`config.mk`:
```
export PLATFORM = sky130hd
export DESIGN_NAME = inst_fetch_flat
export DESIGN_NICKNAME = d
export VERILOG_FILES = /design/src/rtl/inst_fetch_if.sv /design/src/rtl/inst_fetch.sv /design/src/flat_wrapper.sv
export SDC_FILE = /design/constraint.sdc
export NUM_CORES = 1
export LEC_CHECK = 0
export CORE_ASPECT_RATIO = 0.9
export CORE_MARGIN = 4
export CORE_UTILIZATION = 25
export CTS_CLUSTER_DIAMETER = 60
export DETAILED_ROUTE_END_ITERATION = 6
export PLACE_DENSITY_LB_ADDON = 0.25
export SLEW_MARGIN = 20
export SYNTH_ARGS = -nofsm -noshare
export SYNTH_HDL_FRONTEND = slang
export SYNTH_SLANG_ARGS = --single-unit
```
`constraint.sdc`:
```
create_clock -name clk -period 3.7 [get_ports clk]
set_input_delay 0.74 -clock clk [delete_from_list [all_inputs] [get_ports clk]]
set_output_delay 0.74 -clock clk [all_outputs]
set_load 0.01 [all_outputs]
```
`src/rtl/inst_fetch_if.sv`:
```
// Instruction-memory request/response bus between the fetch unit (master) and memory (slave).
// One request outstanding at a time; inst_ack accepts in the same cycle, inst_rvalid is one cycle wide.
interface inst_fetch_if;
    logic        inst_req;
    logic [31:0] inst_addr;
    logic        inst_ack;
    logic        inst_rvalid;
    logic [31:0] inst_rdata;

    modport master (
        output inst_req,
        output inst_addr,
        input  inst_ack,
        input  inst_rvalid,
        input  inst_rdata
    );

    modport slave (
        input  inst_req,
        input  inst_addr,
        output inst_ack,
        output inst_rvalid,
        output inst_rdata
    );
endinterface

```
`src/rtl/inst_fetch.sv`:
```
// Instruction-fetch front end: PC owner, single-outstanding memory requester, IF/ID driver
// with a one-entry skid buffer, branch/exception redirect and misaligned-fetch (ADEF) detection.
module inst_fetch #(
    parameter logic [31:0]        RESET_PC   = 32'h1C000000,
    parameter int unsigned        ECODE_W    = 7,
    parameter logic [ECODE_W-1:0] ADEF_CAUSE = 7'h08
) (
    input  logic               clk,
    input  logic               rst,
    input  logic [5:0]         pause,
    input  logic               branch_flush,
    input  logic [31:0]        branch_target,
    input  logic               exception_flush,
    input  logic [31:0]        exception_target,
    inst_fetch_if.master       mem,
    output logic [31:0]        if_pc,
    output logic [31:0]        if_inst,
    output logic               if_is_exception,
    output logic [ECODE_W-1:0] if_exception_cause,
    output logic               fetch_stall
);
    localparam int unsigned BW = 65 + ECODE_W;

    localparam logic [2:0] ST_REQ     = 3'd0;
    localparam logic [2:0] ST_WAIT    = 3'd1;
    localparam logic [2:0] ST_HOLD    = 3'd2;
    localparam logic [2:0] ST_DISCARD = 3'd3;
    localparam logic [2:0] ST_EXC     = 3'd4;

    // Bundle layout: {pc, inst, is_exception, cause}
    localparam logic [BW-1:0] BUBBLE = {RESET_PC, 32'h0, 1'b0, {ECODE_W{1'b0}}};

    logic [2:0]    state_q, state_d;
    logic [31:0]   pc_q, pc_d;
    logic [BW-1:0] out_q, out_d;
    logic [BW-1:0] skid_q, skid_d;
    logic          out_valid_q, out_valid_d;
    logic          skid_valid_q, skid_valid_d;

    logic          consume;
    logic          out_free;
    logic          misaligned;
    logic          flush;
    logic [31:0]   pc_inc;
    logic          unused_pause;

    assign unused_pause = ^{pause[5:2], pause[0]};

    assign consume    = out_valid_q & ~pause[1];
    assign out_free   = ~out_valid_q | consume;
    assign misaligned = pc_q[1:0] != 2'b00;
    assign flush      = branch_flush | exception_flush;
    assign pc_inc     = pc_q + 32'd4;

    // Gated by rst so no request is visible while reset is held.
    assign mem.inst_req  = rst & (state_q == ST_REQ) & ~misaligned;
    assign mem.inst_addr = pc_q;

    assign {if_pc, if_inst, if_is_exception, if_exception_cause} = out_q;
    assign fetch_stall = ~out_valid_q;

    always_comb begin
        state_d      = state_q;
        pc_d         = pc_q;
        out_d        = out_q;
        out_valid_d  = out_valid_q;
        skid_d       = skid_q;
        skid_valid_d = skid_valid_q;

        // Consume refills from skid first; fresh data below may override the bubble.
        if (consume) begin
            if (skid_valid_q) begin
                out_d        = skid_q;
                out_valid_d  = 1'b1;
                skid_valid_d = 1'b0;
            end else begin
                out_d       = BUBBLE;
                out_valid_d = 1'b0;
            end
        end

        case (state_q)
            ST_REQ: begin
                if (misaligned) begin
                    if (out_free) begin
                        out_d       = {pc_q, 32'h0, 1'b1, ADEF_CAUSE};
                        out_valid_d = 1'b1;
                    end else begin
                        skid_d       = {pc_q, 32'h0, 1'b1, ADEF_CAUSE};
                        skid_valid_d = 1'b1;
                    end
                    state_d = ST_EXC;
                end else if (mem.inst_ack) begin
                    state_d = ST_WAIT;
                end
            end
            ST_WAIT: begin
                if (mem.inst_rvalid) begin
                    pc_d = pc_inc;
                    if (out_free) begin
                        out_d       = {pc_q, mem.inst_rdata, 1'b0, {ECODE_W{1'b0}}};
                        out_valid_d = 1'b1;
                        state_d     = ST_REQ;
                    end else begin
                        skid_d       = {pc_q, mem.inst_rdata, 1'b0, {ECODE_W{1'b0}}};
                        skid_valid_d = 1'b1;
                        state_d      = ST_HOLD;
                    end
                end
            end
            ST_HOLD: begin
                if (consume) begin
                    state_d = ST_REQ;
                end
            end
            ST_DISCARD: begin
                if (mem.inst_rvalid) begin
                    state_d = ST_REQ;
                end
            end
            ST_EXC: begin
                state_d = ST_EXC;
            end
            default: begin
                state_d = ST_REQ;
            end
        endcase

        // A response still owed by memory must be dropped after a redirect.
        if (flush) begin
            pc_d         = exception_flush ? exception_target : branch_target;
            out_d        = BUBBLE;
            out_valid_d  = 1'b0;
            skid_valid_d = 1'b0;
            if ((state_q == ST_WAIT) || (mem.inst_req && mem.inst_ack)) begin
                state_d = ST_DISCARD;
            end else begin
                state_d = ST_REQ;
            end
        end
    end

    always_ff @(posedge clk) begin
        if (!rst) begin
            state_q      <= ST_REQ;
            pc_q         <= RESET_PC;
            out_q        <= BUBBLE;
            out_valid_q  <= 1'b0;
            skid_q       <= BUBBLE;
            skid_valid_q <= 1'b0;
        end else begin
            state_q      <= state_d;
            pc_q         <= pc_d;
            out_q        <= out_d;
            out_valid_q  <= out_valid_d;
            skid_q       <= skid_d;
            skid_valid_q <= skid_valid_d;
        end
    end
endmodule

```
`src/flat_wrapper.sv`:
```
// flat-port wrapper written by rule: the top's interface ports become plain ports
module inst_fetch_flat 
#(
    parameter logic [31:0]        RESET_PC   = 32'h1C000000,
    parameter int unsigned        ECODE_W    = 7,
    parameter logic [ECODE_W-1:0] ADEF_CAUSE = 7'h08
)
  (clk, rst, pause, branch_flush, branch_target, exception_flush, exception_target, if_pc, if_inst, if_is_exception, if_exception_cause, fetch_stall, mem_inst_req, mem_inst_addr, mem_inst_ack, mem_inst_rvalid, mem_inst_rdata);
  inst_fetch_if mem_i ();
  input  logic clk;
  input  logic rst;
  input  logic [5:0] pause;
  input  logic branch_flush;
  input  logic [31:0] branch_target;
  input  logic exception_flush;
  input  logic [31:0] exception_target;
  output logic [31:0] if_pc;
  output logic [31:0] if_inst;
  output logic if_is_exception;
  output logic [ECODE_W-1:0] if_exception_cause;
  output logic fetch_stall;
  output wire logic [$bits(mem_i.inst_req)-1:0] mem_inst_req;
  output wire logic [$bits(mem_i.inst_addr)-1:0] mem_inst_addr;
  input wire logic [$bits(mem_i.inst_ack)-1:0] mem_inst_ack;
  input wire logic [$bits(mem_i.inst_rvalid)-1:0] mem_inst_rvalid;
  input wire logic [$bits(mem_i.inst_rdata)-1:0] mem_inst_rdata;
  assign mem_inst_req = mem_i.inst_req;
  assign mem_inst_addr = mem_i.inst_addr;
  assign mem_i.inst_ack = mem_inst_ack;
  assign mem_i.inst_rvalid = mem_inst_rvalid;
  assign mem_i.inst_rdata = mem_inst_rdata;
  inst_fetch #(.RESET_PC(RESET_PC), .ECODE_W(ECODE_W), .ADEF_CAUSE(ADEF_CAUSE)) u_core (.clk(clk), .rst(rst), .pause(pause), .branch_flush(branch_flush), .branch_target(branch_target), .exception_flush(exception_flush), .exception_target(exception_target), .mem(mem_i), .if_pc(if_pc), .if_inst(if_inst), .if_is_exception(if_is_exception), .if_exception_cause(if_exception_cause), .fetch_stall(fetch_stall));
endmodule
```
==> out/qor.yml <==
synth:
  ys.flop_type: "dfxtp_1"
  syn_area_per_cell_um2: 7.931
  ys_types: 70
  synthesis.nets: 1155
  synth-seq-cells: 174
  synth-edff-count: 0
  synth_area_leader_cell: "dfxtp_1"
  synth_cells: 1046
  ys_seq_area_frac: 0.4199
  ys_warn_count: 0
  synth_top_area_frac: 0.4199
  synthTopCellsByArea: "dfxtp_1 42%, nand2_1 8.7%, nand3_1 6.6%"
  synth-async-reset-ratio: 0
  syn_area_um2: 8295
clock_tree:
  htreeDepth: 4
  clock-root-buffer: "clkbuf_16"
  cts_setup_buffers: 0
  post_cts_resized: 0
  tritoncts: "yes"
  clockBufferDepth: 2
  worstSkewPairLatency_ps: 430
  clk_pin_slew_worst_paths_ps: 70
  cts.sinks: 174
  cts_made_buffers: 17
  holdBufCountCts: 0
timing:
  worst_pin_slew_ps: 915.1
  hold_slack_ps: 449.4
  finClkSkew_ps: 17.71
  rsz0062_at_grt: "no"
  min_period_ps: 2873
  finalSetupTns_ps: 0
  slew_violations: 0
  fmax_mhz: 348.0
  fin_crit_sh: 0.7766
  slew_headroom: 0.3852
  setup_violations: 0
  final_hold_viol_count: 0
power_and_ir_drop:
  p_sw_uw: 1256
  powerDensity_nw_per_um2: 407.6
  pwr-share-clk: 0.412
  p_leak_uw: 0.003687
  vdd_ir_drop_max_uv: 320.4
  p_seq_frac: 0.440
  combPwrFrac: 0.148
  swShare: 0.2767
  intPower_uw: 3284
status:
  status: "finished clean"
grt:
  grt_use_total: 0.1641
  grt-ovfl-total: 0
  antenna_found_initial: 0
  grt_pass1_vias: 7852
  grt_max_degree: 72
  grt_first_pass_wirelength_um: 46780
flow_run:
  cap_violations: 0
floorplanning:
  initial_utilization: 0.2524
  die_w_um: 200.0
  die_area_um2: 36160
  placementRows: 63
  core_area_um2: 32870
  dieHeight_um: 180.8
  num_io_pins: 214
critical_path:
  reg2reg_slack_ps: 1340
  reg2reg_from: "u_core.mem.inst_addr[2]"
  critical_path_arrival_ps: 2130
  cp_max_fo: 11
  end_kind: "output port"
  start_kind: "flop"
  worstSetupPathType: "reg -> out"
  worstPathRequired_ps: 2960
  worstRegToRegCells: 6
  r2r-end: "u_core.mem.inst_addr[18]"
finish:
  fin_nets: 1290
  syn_to_final_growth_pct: 34.27
  drive_gt1_frac: 0.07035
  antenna_cells: 0
  fin_util: 0.3389
route:
  vias: 7933
  drc: 0
  post_drt_wl_per_cell_um: 18.79
  vias_per_cell: 4.909
  antenna_left: 0
  drt_iter0_drc: 448
  first_pass_iters: 5
  wl_um: 30360
hold_path:
  min_from: "u_core.skid_q[38]"
  min_to: "u_core.skid_q[38]"
  hp-class: "reg -> reg"
  hold_depth: 2
place:
  numPortBuffers: 208
  post-dp-hpwl_um: 20250
  place_congestion: 0.7767
## cell usage in the layout, fill, tap and decap left out, types with 4 or more instances in the layout
cell             instances
a211oi_1                 4
and2_1                  10
nor2_1                  79
nand2_1                189
a22o_1                   8
dfxtp_1                173
o21ai_0                 27
nor3_2                   4
mux2i_1                  5
and3_1                   5
a22oi_1                  8
o221ai_1                 5
buf_4                   27
inv_1                    7
a311oi_1                29
o31ai_1                  4
xnor2_1                  7
a31oi_1                  6
nor3_1                   9
a21oi_1                 81
xor2_1                   7
o211ai_1                10
o211a_1                  4
a21boi_0                17
nand4_1                 11
clkbuf_16               17
nor2b_1                  5
a21boi_1                44
nand3_1                110
clkdlybuf4s50_1        207
## area by class of cell
class	count	area (um^2)
inverters	8	30.03
clock inverters	11	128.9
flip-flops and latches	174	3485
clock buffers	21	470.5
well taps	422	528.0
multi-input cells	744	4182
repair buffers	236	2315
fillers	3469	21730
## power by group through the flow
stage                     combinational [uW]  clock [uW]  sequential [uW]
after global placement                   672           0             2040
after CTS                                681        1950             2000
after detailed placement                 677           0             2040
after floorplan                          371           0             2010
after global routing                     735        2020             2010
final                                    673        1870             2000
## state kept, by name (all words and copies together), names as in the netlist
| signal | flops |
|---|---|
| u_core.mem.inst_addr | 32 |
| u_core.out_q | 72 |
| u_core.out_valid_q | 1 |
| u_core.skid_q | 65 |
| u_core.skid_valid_q | 1 |
| u_core.state_q | 3 |
## metal layers
layer  vias to the layer above  track usage  share of wire
li1                       3921            -              -
met1                      3821       0.2250           0.47
met2                       178       0.2694           0.48
met3                        13      0.03189          0.040
met4                         0      0.03287         0.0099
met5                         -            0              0
## logic make-up after synthesis
kind of cell               share of synthesized area
AOI/OAI and AO/OA                             0.2155
adders and majority gates                   0.001508
and+or+nand+nor                               0.2603
buffers and inverters                        0.08054
xor gates and xnor gates                     0.01478
DFF                                           0.4199
muxes                                       0.007391
## synth_stat cells (7+ instances only)
library cell  instances
and2_1               10
nor2_1               80
nand2_1             192
a22o_1                8
o21ai_0              27
a311oi_1             29
nor3_1                9
a21boi_0             17
nand3_1             110
a21boi_1             44
buf_4                33
clkbuf_1             60
xor2_1                7
buf_2                14
a21oi_1              81
a22oi_1               8
dfxtp_1             174
nand4_1              11
inv_1                 7
xnor2_1               7
o211ai_1             10
## per-stage QoR
step	instance area (um^2)	cells	total power, uW	worst slack, ps
3_5_place_dp	10540	1584	2716	621.7
6_report	11140	1616	4540	826.7
4_1_cts	11140	1616	4623	767.3
3_3_place_gp	10540	1584	2712	662.4
2_1_floorplan	8295	1046	2384	1528
5_1_grt	11140	1616	4755	692.0
## worst max-delay path, cell delays in order, from the launching register on
cell	delay (ps)
dfxtp_1	420
nor3_2	440
and3_1	290
clkdlybuf4s50_1	560
## how the worst max path moves through the flow
stage	startpoint	endpoint	slack [ps]
after floorplan	rst	mem_inst_req	1530
after global placement	branch_flush	u_core.mem.inst_addr[31]	660
after detailed placement	branch_flush	u_core.mem.inst_addr[7]	620
after CTS	u_core.state_q[0]	mem_inst_req	770
after global routing	u_core.state_q[0]	mem_inst_req	690
final	u_core.state_q[0]	mem_inst_req	830
Power figures use the tool's default switching activity.
